$ cat src/rtl/cc_pkg.sv
// Shared definitions for the cache-miss refill path: FSM states, address-field
// widths and the {valid, tag} entry written into the tag SRAM.
package cc_pkg;

    localparam int LINE_BEATS = 8;
    localparam int TAG_W      = 17;
    localparam int INDEX_W    = 9;
    localparam int OFFSET_W   = 6;

    typedef enum logic [1:0] {
        IDLE,
        REQ,
        FILL,
        WRITE
    } cc_state_e;

    typedef struct packed {
        logic             valid;
        logic [TAG_W-1:0] tag;
    } cc_tag_entry_t;

endpackage

$ cat src/rtl/cc_line_buffer.sv
// Refill staging buffer: one beat written per cycle into a slot, whole line
// visible at once for the data SRAM write.
module cc_line_buffer #(
    parameter int BEAT_W     = 64,
    parameter int LINE_BEATS = 8
) (
    input  logic                         clk,
    input  logic                         rst_n,
    input  logic                         wr_en,
    input  logic [$clog2(LINE_BEATS)-1:0] wr_slot,
    input  logic [BEAT_W-1:0]            wr_data,
    output logic [LINE_BEATS*BEAT_W-1:0] line
);

    logic [LINE_BEATS-1:0][BEAT_W-1:0] mem;

    always_ff @(posedge clk) begin
        if (!rst_n)
            mem <= '0;
        else if (wr_en)
            mem[wr_slot] <= wr_data;
    end

    assign line = mem;

endmodule

$ cat src/rtl/cc_miss_handler.sv
// Cache miss handler: latches a missing address, issues one line read, packs
// the returned beats, forwards the critical beat and writes tag + data SRAMs.
module cc_miss_handler
    import cc_pkg::*;
#(
    parameter int ADDR_W     = 32,
    parameter int BEAT_W     = 64,
    parameter int LINE_BEATS = cc_pkg::LINE_BEATS
) (
    input  logic                         clk,
    input  logic                         rst_n,
    input  logic                         hit_i,
    input  logic                         miss_i,
    input  logic [TAG_W-1:0]             tag_i,
    input  logic [INDEX_W-1:0]           index_i,
    input  logic [OFFSET_W-1:0]          offset_i,
    output logic                         busy_o,
    output logic                         mem_arvalid_o,
    input  logic                         mem_arready_i,
    output logic [ADDR_W-1:0]            mem_araddr_o,
    input  logic                         mem_rvalid_i,
    output logic                         mem_rready_o,
    input  logic [BEAT_W-1:0]            mem_rdata_i,
    input  logic                         mem_rlast_i,
    output logic                         tag_wren_o,
    output logic [INDEX_W-1:0]           tag_windex_o,
    output logic [TAG_W:0]               tag_wdata_o,
    output logic                         data_wren_o,
    output logic [INDEX_W-1:0]           data_windex_o,
    output logic [LINE_BEATS*BEAT_W-1:0] data_wdata_o,
    output logic                         fwd_valid_o,
    output logic [BEAT_W-1:0]            fwd_data_o,
    output logic                         done_o,
    output logic                         err_o
);

    localparam int CNT_W = $clog2(LINE_BEATS);

    cc_state_e                   state;
    logic [TAG_W-1:0]            tag_q;
    logic [INDEX_W-1:0]          index_q;
    logic [CNT_W-1:0]            crit_q;
    logic [CNT_W-1:0]            beat_cnt;
    logic                        arvalid_q;
    logic [ADDR_W-1:0]           araddr_q;
    logic                        rready_q;
    logic                        wr_q;
    logic                        fwd_valid_q;
    logic [BEAT_W-1:0]           fwd_data_q;
    logic                        err_q;
    logic                        beat_acc;
    logic                        last_beat;
    logic [LINE_BEATS*BEAT_W-1:0] line;
    cc_tag_entry_t               entry;

    // A hit needs no action, and the byte-within-beat offset does not affect the refill.
    logic unused_in;
    assign unused_in = ^{hit_i, offset_i[OFFSET_W-CNT_W-1:0]};

    assign beat_acc  = rready_q && mem_rvalid_i;
    assign last_beat = (beat_cnt == CNT_W'(LINE_BEATS - 1));

    always_ff @(posedge clk) begin
        if (!rst_n) begin
            state       <= IDLE;
            tag_q       <= '0;
            index_q     <= '0;
            crit_q      <= '0;
            beat_cnt    <= '0;
            arvalid_q   <= 1'b0;
            araddr_q    <= '0;
            rready_q    <= 1'b0;
            wr_q        <= 1'b0;
            fwd_valid_q <= 1'b0;
            fwd_data_q  <= '0;
            err_q       <= 1'b0;
        end else begin
            wr_q        <= 1'b0;
            fwd_valid_q <= 1'b0;
            fwd_data_q  <= '0;
            err_q       <= 1'b0;
            case (state)
                IDLE: if (miss_i) begin
                    tag_q     <= tag_i;
                    index_q   <= index_i;
                    crit_q    <= offset_i[OFFSET_W-1:OFFSET_W-CNT_W];
                    araddr_q  <= ADDR_W'({tag_i, index_i, {OFFSET_W{1'b0}}});
                    arvalid_q <= 1'b1;
                    state     <= REQ;
                end
                REQ: if (mem_arready_i) begin
                    arvalid_q <= 1'b0;
                    rready_q  <= 1'b1;
                    beat_cnt  <= '0;
                    state     <= FILL;
                end
                FILL: if (beat_acc) begin
                    beat_cnt <= beat_cnt + 1'b1;
                    if (beat_cnt == crit_q) begin
                        fwd_valid_q <= 1'b1;
                        fwd_data_q  <= mem_rdata_i;
                    end
                    // Beat count alone ends the fill; rlast is only cross-checked.
                    err_q <= (mem_rlast_i != last_beat);
                    if (last_beat) begin
                        rready_q <= 1'b0;
                        wr_q     <= 1'b1;
                        state    <= WRITE;
                    end
                end
                WRITE: state <= IDLE;
                default: state <= IDLE;
            endcase
        end
    end

    cc_line_buffer #(
        .BEAT_W     (BEAT_W),
        .LINE_BEATS (LINE_BEATS)
    ) u_line_buffer (
        .clk     (clk),
        .rst_n   (rst_n),
        .wr_en   (beat_acc),
        .wr_slot (beat_cnt),
        .wr_data (mem_rdata_i),
        .line    (line)
    );

    assign entry = '{valid: 1'b1, tag: tag_q};

    assign busy_o        = (state != IDLE);
    assign mem_arvalid_o = arvalid_q;
    assign mem_araddr_o  = araddr_q;
    assign mem_rready_o  = rready_q;
    assign tag_wren_o    = wr_q;
    assign data_wren_o   = wr_q;
    assign done_o        = wr_q;
    assign tag_windex_o  = wr_q ? index_q : '0;
    assign data_windex_o = wr_q ? index_q : '0;
    assign tag_wdata_o   = wr_q ? entry : '0;
    assign data_wdata_o  = wr_q ? line : '0;
    assign fwd_valid_o   = fwd_valid_q;
    assign fwd_data_o    = fwd_data_q;
    assign err_o         = err_q;

endmodule

$ cat config.mk
export PLATFORM = sky130hd
export DESIGN_NAME = cc_miss_handler
export DESIGN_NICKNAME = d
export VERILOG_FILES = /design/src/rtl/cc_pkg.sv /design/src/rtl/cc_line_buffer.sv /design/src/rtl/cc_miss_handler.sv
export SDC_FILE = /design/constraint.sdc
export NUM_CORES = 1
export LEC_CHECK = 0
export BUFFER_PORTS_ARGS = -buffer_cell sky130_fd_sc_hd__clkbuf_2
export CAP_MARGIN = 20
export CORE_AREA = 2 2 290 292
export CTS_CLUSTER_SIZE = 14
export DETAILED_ROUTE_END_ITERATION = 7
export DIE_AREA = 0 0 292 294
export PLACE_DENSITY_LB_ADDON = 0.1
export SYNTH_ARGS = -nofsm -noshare
export SYNTH_HDL_FRONTEND = slang
export SYNTH_HIERARCHICAL = 1
export SYNTH_SLANG_ARGS = --single-unit
$ cat constraint.sdc
create_clock -name clk -period 1.6 [get_ports clk]
set_clock_uncertainty 0.05 [all_clocks]
set_input_delay 0.32 -clock clk [delete_from_list [all_inputs] [get_ports clk]]
set_output_delay 0.32 -clock clk [all_outputs]
set_load 0.01 [all_outputs]
==> metrics.txt, run 1 <==
gr ovfl total=0; cell family with most CP delay=buffers and inverters; Async S/R FF share, synth=0; post-DP HPWL=66300 um; Die Width=292 um; DP Worst Slack=-0.211 ns; Final Setup Violations=685; Max-Slew Margin vs Limit=0.628; crit path kind=reg -> out; mux share of post-synthesis cell area=0.201; leakage=19.0 nW; antenna viol nets, final=0; Post-Synth XOR/XNOR Area=0.00137; via count=21456; Layout Utilization=0.444; most common cell after layout, fill and taps aside=nand2_1; die area=85800 um^2; core area=82900 um^2; Skew-Pair Late Insertion Delay=0.61 ns; row count=106; violated checks=negative setup slack; Critical Path, Cell by Cell=buf_4 > buf_12 > buf_12 > and2_1 > clkbuf_2; simple-gate share of the synthesized area=0.249; Final Cell Area=36800 um^2; Iter 0 DRT Violations=846; number of global-route vias before repair=22159; first-pass GRT wire length=139000 um; Final min period=2.17 ns; CP max-delay cell=dfxtp_4; worst min-delay path category=in -> reg; CTS root buf=clkbuf_16; max-cap violation count=0; R2R cell count=6; largest net degree at the start of global routing=72; Placer Congestion=0.805; number of flops mapped to enable cells by yosys=0; TNS Setup=-279.08 ns; clk buf depth=3; area post-placement=31200 um^2; adder-cell share of the synthesized area=0.00245; PortBufs=744; area occupied by registers=12300 um^2; final period utilization=1.36; Multi-input gate area=12400 um^2; Mean Syn Cell Area=9.58 um^2; DRC=0; Post-Syn Area=25600 um^2; status=complete, but fails checks; initial antenna violation count=3; #FFs+latches synth=615; CP Data Arrival Time=1.80 ns; First-pass DRT Iterations=5; Hold Path Cell Cnt=4; unrepaired setup endpoints after global routing=true; CP Capture Type=primary output; crit path max fanout=29; routed wire length=97100 um; Synth Instances=2667; I/O pin count=755; Netlist cell types=35; Yosys warning total=6; Crit path top cell by count=buf_12; Top FF cell, synth=dfxtp_1; post-synthesis compound-gate area fraction=0.00896; Power Dens Cells=971 nW/um^2; Clock transition at path regs=0.06 ns; CP bufs+invs=4; Tot GR Track Use=0.212; data required time of the worst path=1.23 ns; die height=294 um; pins over their slew limit=0; Fmax achieved=461 MHz; layout cells sized above 1=0.350; fill cell count=8103; Critical Path Source Type=flip-flop; Vias per Instance=4.54; commonest non-fill, non-tap cells in the layout=nand2_1 (641), clkbuf_2 (633), dfxtp_1 (613), mux2i_1 (514), and2_1 (413); post-synthesis sequential area ratio=0.482; largest family of logic cells by synthesized area=simple AND/OR/NAND/NOR gates; Clock Sinks=615; CTS tree=built; WP depth=5; CTS H-tree lvls=3; peak supply drop=0.687 mV; Starting Density=0.308; Final #Nets=3690; synth-to-layout area growth=43.9%; CTS Buf Count=73; CP max stage delay=0.38 ns; DR WL/cell=20.5 um; post-route setup slack=-0.569 ns; Slew @ Worst Pin=0.558 ns; final count of hold timing violations=0
[kinds of logic (layout without fill, tap and decap cells)]
| kind of cell | count (synthesis) | count (layout) |
|---|---|---|
| muxes | 514 | 514 |
| AOI/OAI and AO/OA | 42 | 42 |
| DFF | 615 | 615 |
| buffers and inverters | 219 | 1187 |
| adders and majority gates | 5 | 5 |
| xor gates and xnor gates | 4 | 4 |
| and+or+nand+nor | 1267 | 1267 |
| other | 1 | 9 |
[worst min-delay path, stage by stage]
cell     delay [ns]
buf_8          0.10
buf_12         0.16
nand2_1        0.07
mux2i_1        0.05
[sequential cells by signal (all words and copies together) (netlist names)]
signal	cells
crit_q	3
fwd_data_o	64
index_q	8
fwd_valid_o	1
err_o	1
data_wren_o	1
mem_araddr_o	2
tag_q	16
state	2
mem_arvalid_o	1
u_line_buffer/line	512
mem_rready_o	1
beat_cnt	3
[path summary, 6_finish.rpt]
path | from | to | slack (ns)
worst max-delay path | data_wren_o | data_wdata_o[378] | -0.57
worst min register to register | u_line_buffer/line[428] | u_line_buffer/line[428] | 0.40
worst min-delay path | rst_n | state[1] | 0.1
worst max register to register | state[0] | fwd_data_o[36] | -0.15
[where the power goes]
part	switching [mW]	internal, mW	total, mW
Clock	6.94	10.2	17.2
Combinational	1.58	1.11	2.70
Sequential	0.208	15.6	15.8
Total	8.73	27.0	35.7
[stage by stage]
step	cells	total power, mW	hold slack (ns)
2_1_floorplan	2672	17.5	0.380
3_3_place_gp	4444	18.6	0.389
3_5_place_dp	4444	18.7	0.397
4_1_cts	4697	36.2	0.0345
5_1_grt	4720	37.0	0.0836
6_report	4723	35.7	0.0980
[routing by layer]
layer  wire length, um  track usage  vias to the layer above
li1                  -            -                    10383
met2             48600        0.382                      560
met4              1970       0.0573                        2
met5                16            0                        -
met1             41400        0.256                    10396
met3              5120       0.0421                      115
[final cells by class]
class	count	area share
tap	1080	0.0367
sequential	615	0.335
clock inverter	27	0.00776
multi-input combinational	1838	0.337
inverter	5	0.000510
timing repair buffer	1049	0.223
antenna	3	0.000204
clock buffer	106	0.0597
[cell usage after synthesis (all sizes together), types with 2 or more instances]
library cell	n	area [um^2]
nand2	641	2410
dfxtp	615	12300
and2	604	3780
mux2i	514	5140
clkbuf	113	424
buf	101	967
a21oi	34	170
ha	5	62.6
inv	4	15.0
nand3	4	20.0
nand4b	3	26.3
nand4bb	3	33.8
nor2	3	11.3
xor2	3	26.3
and3	2	12.5
nand4	2	12.5
o21ai	2	10.0
[timing repair]
item,CTS,global route
endpoints found under the setup margin,769,997
hold buffers,96,0
gates resized for setup,134,305
buffers inserted,11,2
pin swaps,1,0
gates cloned,13,23
hold endpoints to repair,95,0
No activity file was read; power rests on OpenSTA's default activity.
==> run 2: changes to the inputs <==
Settings changed: BUFFER_PORTS_ARGS -buffer_cell sky130_fd_sc_hd__clkbuf_2 to -buffer_cell sky130_fd_sc_hd__buf_2.
==> run 2 against run 1 <==
The run still ends with negative setup slack left. Sequential power about the same. Maximum frequency down 1.6%. Final cell count up 0.17%. Register-to-register slack worse by 0.07 ns. Final area up 3.4%. Wire length up 1.2%. Combinational power about the same. Non-clock buffer count up 20. Die area unchanged. Core utilization up 1.5 points. Largest cell class unchanged. Largest power group unchanged.
==> metrics.txt, run 2 (synthesis gave the netlist of run 1 again) <==
Power Dens Cells=929 nW/um^2 (-4.3%); initial antenna violation count=2 (-1); CP Data Arrival Time=1.84 ns (+0.04 ns); Multi-input gate area=12500 um^2 (+1.1%); max-cap violation count=0 (unchanged); post-route setup slack=-0.605 ns (-0.0361 ns); post-DP HPWL=66200 um (-0.19%); Final Cell Area=38000 um^2 (+3.4%); CTS root buf=clkbuf_16; routed wire length=98200 um (+1.2%); layout cells sized above 1=0.366 (+0.0160); Clock Sinks=615 (unchanged); Fmax achieved=453 MHz (-1.6%); violated checks=negative setup slack; CTS tree=built; Final Setup Violations=774 (+13%); area post-placement=31400 um^2 (+0.51%); Placer Congestion=0.809 (+0.56%); fill cell count=8005 (-1.2%); Skew-Pair Late Insertion Delay=0.60 ns (about the same); DR WL/cell=20.8 um (+1.0%); status=complete, but fails checks; Starting Density=0.308 (unchanged); final count of hold timing violations=0 (unchanged); antenna viol nets, final=0 (unchanged); worst min-delay path category=in -> reg; crit path max fanout=8 (-72%); Layout Utilization=0.459 (+0.0150); area occupied by registers=12300 um^2 (unchanged); Vias per Instance=4.56 (+0.35%); via count=21567 (+0.52%); Iter 0 DRT Violations=715 (-15%); Reg2Reg Setup Slack=-0.22 ns (-0.07 ns); CP Capture Type=primary output; die height=294 um (unchanged); Slew @ Worst Pin=0.524 ns (-0.0344 ns); commonest non-fill, non-tap cells in the layout=nand2_1 (641), dfxtp_1 (613), buf_2 (539), mux2i_1 (514), and2_1 (359); Clock transition at path regs=0.06 ns (about the same); DRC=0 (unchanged); largest net degree at the start of global routing=53 (-26%); number of global-route vias before repair=21923 (-1.1%); I/O pin count=755 (unchanged); peak supply drop=0.784 mV (+14%); gr ovfl total=0 (unchanged); core area=82900 um^2 (unchanged); TNS Setup=-296.03 ns (-16.95 ns); PortBufs=744 (unchanged); Tot GR Track Use=0.208 (-0.00412); First-pass DRT Iterations=5 (unchanged); row count=106 (unchanged); CTS H-tree lvls=3 (unchanged); Max-Slew Margin vs Limit=0.650 (+0.0221); CTS Buf Count=73 (unchanged); unrepaired setup endpoints after global routing=true; data required time of the worst path=1.23 ns (about the same); final period utilization=1.38 (+0.0226); die area=85800 um^2 (unchanged); synth-to-layout area growth=48.8%; leakage=19.8 nW (+3.9%); clk buf depth=3 (unchanged); Critical Path Source Type=flip-flop; Final min period=2.21 ns (+0.0361 ns); most common cell after layout, fill and taps aside=nand2_1; first-pass GRT wire length=136000 um (-1.9%); Die Width=292 um (unchanged); pins over their slew limit=0 (unchanged); crit path kind=reg -> out; Final #Nets=3710 (+0.54%); max reg flops=512 (unchanged); PnR Total Power=35.3 mW (-1.1%)
-- run 2: changes by cell type in the layout (fill, tap and decap cells not counted), moves of 3 or more --
cell       delta
and2_1       -54
buf_2       +516
clkbuf_16    +12
clkbuf_2    -633
buf_4         -3
clkbuf_1      +4
buf_6       +114
and2_4       +54
clkinv_2     -10
buf_16        -6
clkbuf_8      -4
buf_8         +4
buf_12       +19
-- run 2: critical path: stages (launching register included) --
cell and delay (ns):
dfxtp_4 0.37, buf_12 0.13, buf_12 0.13, buf_16 0.16, clkbuf_16 0.18, and2_4 0.14
buf_6 0.12
-- run 2: final timing paths --
path                                                to                    from  cells after the start
worst max register to register          fwd_data_o[52]                state[0]                      6
worst min-delay path                      mem_rready_o            mem_rvalid_i                      4
worst max-delay path                 data_wdata_o[226]             data_wren_o                      6
worst min register to register  u_line_buffer/line[36]  u_line_buffer/line[36]                      2
-- run 2: per-layer routing --
metal / wire (um) / track usage
met5: 0 / 0
met4: 3370 / 0.0727
met3: 4930 / 0.0452
met1: 41400 / 0.252
met2: 48600 / 0.363
-- run 2: timing repair --
item	4_1_cts	5_1_grt
cloned	6	40
hold buffers	94	0
gates resized for setup	62	470
endpoints found under the hold margin	94	0
endpoints found under the setup margin	872	1064
buffers inserted	4	15
-- run 2: cell type report --
type                            instances  area share
Multi-Input combinational cell       1838       0.329
Sequential cell                       615       0.324
Timing Repair Buffer                 1069       0.248
Clock buffer                          106      0.0564
Tap cell                             1080      0.0355
Clock inverter                         17     0.00625
Inverter                                5    0.000494
Antenna cell                            1   0.0000658
-- run 2: per-stage QoR --
stage | cells | worst slack, ns | hold slack [ns]
final | 4731 | -0.605 | 0.0456
after global placement | 4450 | -0.256 | 0.388
after detailed placement | 4450 | -0.275 | 0.396
after floorplan | 2672 | -0.0586 | 0.380
after global routing | 4731 | -0.672 | 0.0230
after CTS | 4677 | -0.629 | 0.00259
-- run 2: power breakdown --
part / internal (mW) / switching (mW)
clock network: 10.1 / 6.72
registers: 15.6 / 0.203
logic: 1.11 / 1.57
==> run 3: changes to the inputs <==
Settings changed: HOLD_SLACK_MARGIN set to 0.02, TNS_END_PERCENT set to 1.
==> run 3 against run 2 <==
The flow still finishes with violations (negative setup slack). Sequential cell count unchanged. Combinational power increased by 1%. Sequential power about the same. Critical path depth shrank 1. Clock power is 4% higher. Largest cell class is now registers. Sequential share of layout area is 1.3 points higher. First-iteration DRC count grew 18%.
==> metrics.txt, run 3 (synthesis gave the netlist of run 1 again) <==
gr ovfl total=0 (unchanged); row count=106 (unchanged); Crit. Startpoint=data_wren_o; die height=294 um (unchanged); post-route setup slack=-0.565 ns (+0.0402 ns); Final Setup Violations=603 (-22%); area occupied by registers=12300 um^2 (about the same); TNS Setup=-275.91 ns (+20.12 ns); max-cap violation count=0 (unchanged); I/O pin count=755 (unchanged); peak supply drop=0.766 mV (-2.3%); Fmax achieved=462 MHz (+1.9%); final period utilization=1.35 (-0.0251); antenna viol nets, final=0 (unchanged); CP bufs+invs=4 (-1); Final #Nets=3659 (-1.4%); Slew @ Worst Pin=0.546 ns (+0.0219 ns); CTS tree=built; fill cell count=8102 (+1.2%); CP Capture Type=primary output; data required time of the worst path=1.23 ns (about the same); synth-to-layout area growth=42.9%; DP Worst Slack=-0.221 ns (+0.0542 ns); max reg flops=512 (unchanged); Clock Sinks=615 (unchanged); CP max-delay cell=dfxtp_4; total placed cells including tap cells=4438 (-0.27%); First-pass DRT Iterations=6 (+1); r2r startpoint=beat_cnt[0]; Max-Slew Margin vs Limit=0.635 (-0.0147); layout cells sized above 1=0.336 (-0.0301); CP max stage delay=0.44 ns (+0.07 ns); Die Width=292 um (unchanged); Critical Path, Cell by Cell=buf_12 > buf_16 > clkbuf_16 > and2_1 > buf_2; PortBufs=744 (unchanged); Clock transition at path regs=0.06 ns (about the same); number of global-route vias before repair=22001 (+0.36%); via count=21177 (-1.8%); crit path max fanout=9 (+1); leakage=19.3 nW (-2.6%); CTS Buf Count=73 (unchanged); CP Data Arrival Time=1.79 ns (-0.05 ns); crit path kind=reg -> out; initial antenna violation count=1 (-1); violated checks=negative setup slack; Vias per Instance=4.52 (-0.93%); hold path startpoint=rst_n; Critical Path Source Type=flip-flop; clk buf depth=3 (unchanged); largest net degree at the start of global routing=62 (+17%); Multi-input gate area=12300 um^2 (-1.6%); commonest non-fill, non-tap cells in the layout=nand2_1 (641), dfxtp_1 (609), buf_2 (607), mux2i_1 (512), and2_1 (447); status=complete, but fails checks; Starting Density=0.308 (unchanged); Tot GR Track Use=0.210 (+0.00200); core area=82900 um^2 (unchanged); unrepaired setup endpoints after global routing=true; die area=85800 um^2 (unchanged); DR WL/cell=20.0 um (-3.7%); most common cell after layout, fill and taps aside=nand2_1; pins over their slew limit=0 (unchanged); Placer Congestion=0.793 (-2.0%); final count of hold timing violations=0 (unchanged); Power Dens Cells=988 nW/um^2 (+6.4%); post-DP HPWL=65500 um (-1.1%); Iter 0 DRT Violations=846 (+18%); CTS root buf=clkbuf_16; worst min-delay path category=in -> reg; routed wire length=93800 um (-4.5%); Skew-Pair Late Insertion Delay=0.60 ns (about the same); cell family with most CP delay=buffers and inverters; first-pass GRT wire length=137000 um (+0.78%); Final min period=2.16 ns (-0.0402 ns); DRC=0 (unchanged); post-route insts no fill=4689 (-0.89%); CTS H-tree lvls=3 (unchanged)
==> run 3: cell count changes in the layout (fill, tap and decap cells not counted), sizes merged, moves of 2 or more <==
cell,previous run,this run
buf,946,916
clkbuf,135,117
clkinv,9,11
dlygate4sd3,94,97
==> run 3: area by class of cell <==
type	count	area share
Sequential cell	615	0.337
Multi-Input combinational cell	1838	0.337
Timing Repair Buffer	1018	0.218
Clock buffer	113	0.0616
Tap cell	1080	0.0370
Clock inverter	19	0.00822
Inverter	5	0.000514
Antenna cell	1	0.0000685
==> run 3: worst paths after layout <==
| path | slack [ns] | end | cells after the start |
|---|---|---|---|
| setup / recovery | -0.56 | data_wdata_o[101] | 5 |
| hold reg to reg | 0.40 | u_line_buffer/line[30] | 2 |
| setup reg to reg | -0.07 | fwd_data_o[31] | 5 |
| hold / removal | 0.08 | state[0] | 4 |
==> run 3: per-stage QoR <==
stage | hold slack [ns] | util | instance area, um^2 | total power [mW]
finish | 0.0786 | 0.441 | 36500 | 36.1
global route | 0.0749 | 0.441 | 36500 | 37.4
CTS | 0.0360 | 0.434 | 35900 | 36.5
detailed placement | 0.393 | 0.377 | 31200 | 18.6
global placement | 0.387 | 0.377 | 31200 | 18.6
floorplan | 0.380 | - | 25600 | 17.5
==> run 3: power by group <==
| group | switching, mW | internal (mW) |
|---|---|---|
| Sequential | 0.202 | 15.6 |
| Combinational | 1.58 | 1.14 |
| Clock | 6.84 | 10.7 |
==> run 3: repair_timing <==
item | CTS | global route
setup buffers | 8 | 1
gates resized for setup | 248 | 121
pin swaps | 18 | 8
endpoints found under the hold margin | 96 | 0
setup endpoints to repair | 731 | 731
cloned | 8 | 4
hold buffers | 97 | 0
==> run 3: metal layers <==
| metal | global-route usage | vias up | wire length [um] |
|---|---|---|---|
| met1 | 0.260 | 10148 | 40400 |
| met4 | 0.0663 | 0 | 2530 |
| li1 | - | 10312 | - |
| met3 | 0.0447 | 132 | 4980 |
| met2 | 0.364 | 585 | 45800 |
| met5 | 0 | - | 0 |
==> run 3: tightest hold or removal path: cells and delay by family <==
family / cells / cell delay [ns]
buf+inv: 2 / 0.25
compound gates: 2 / 0.11
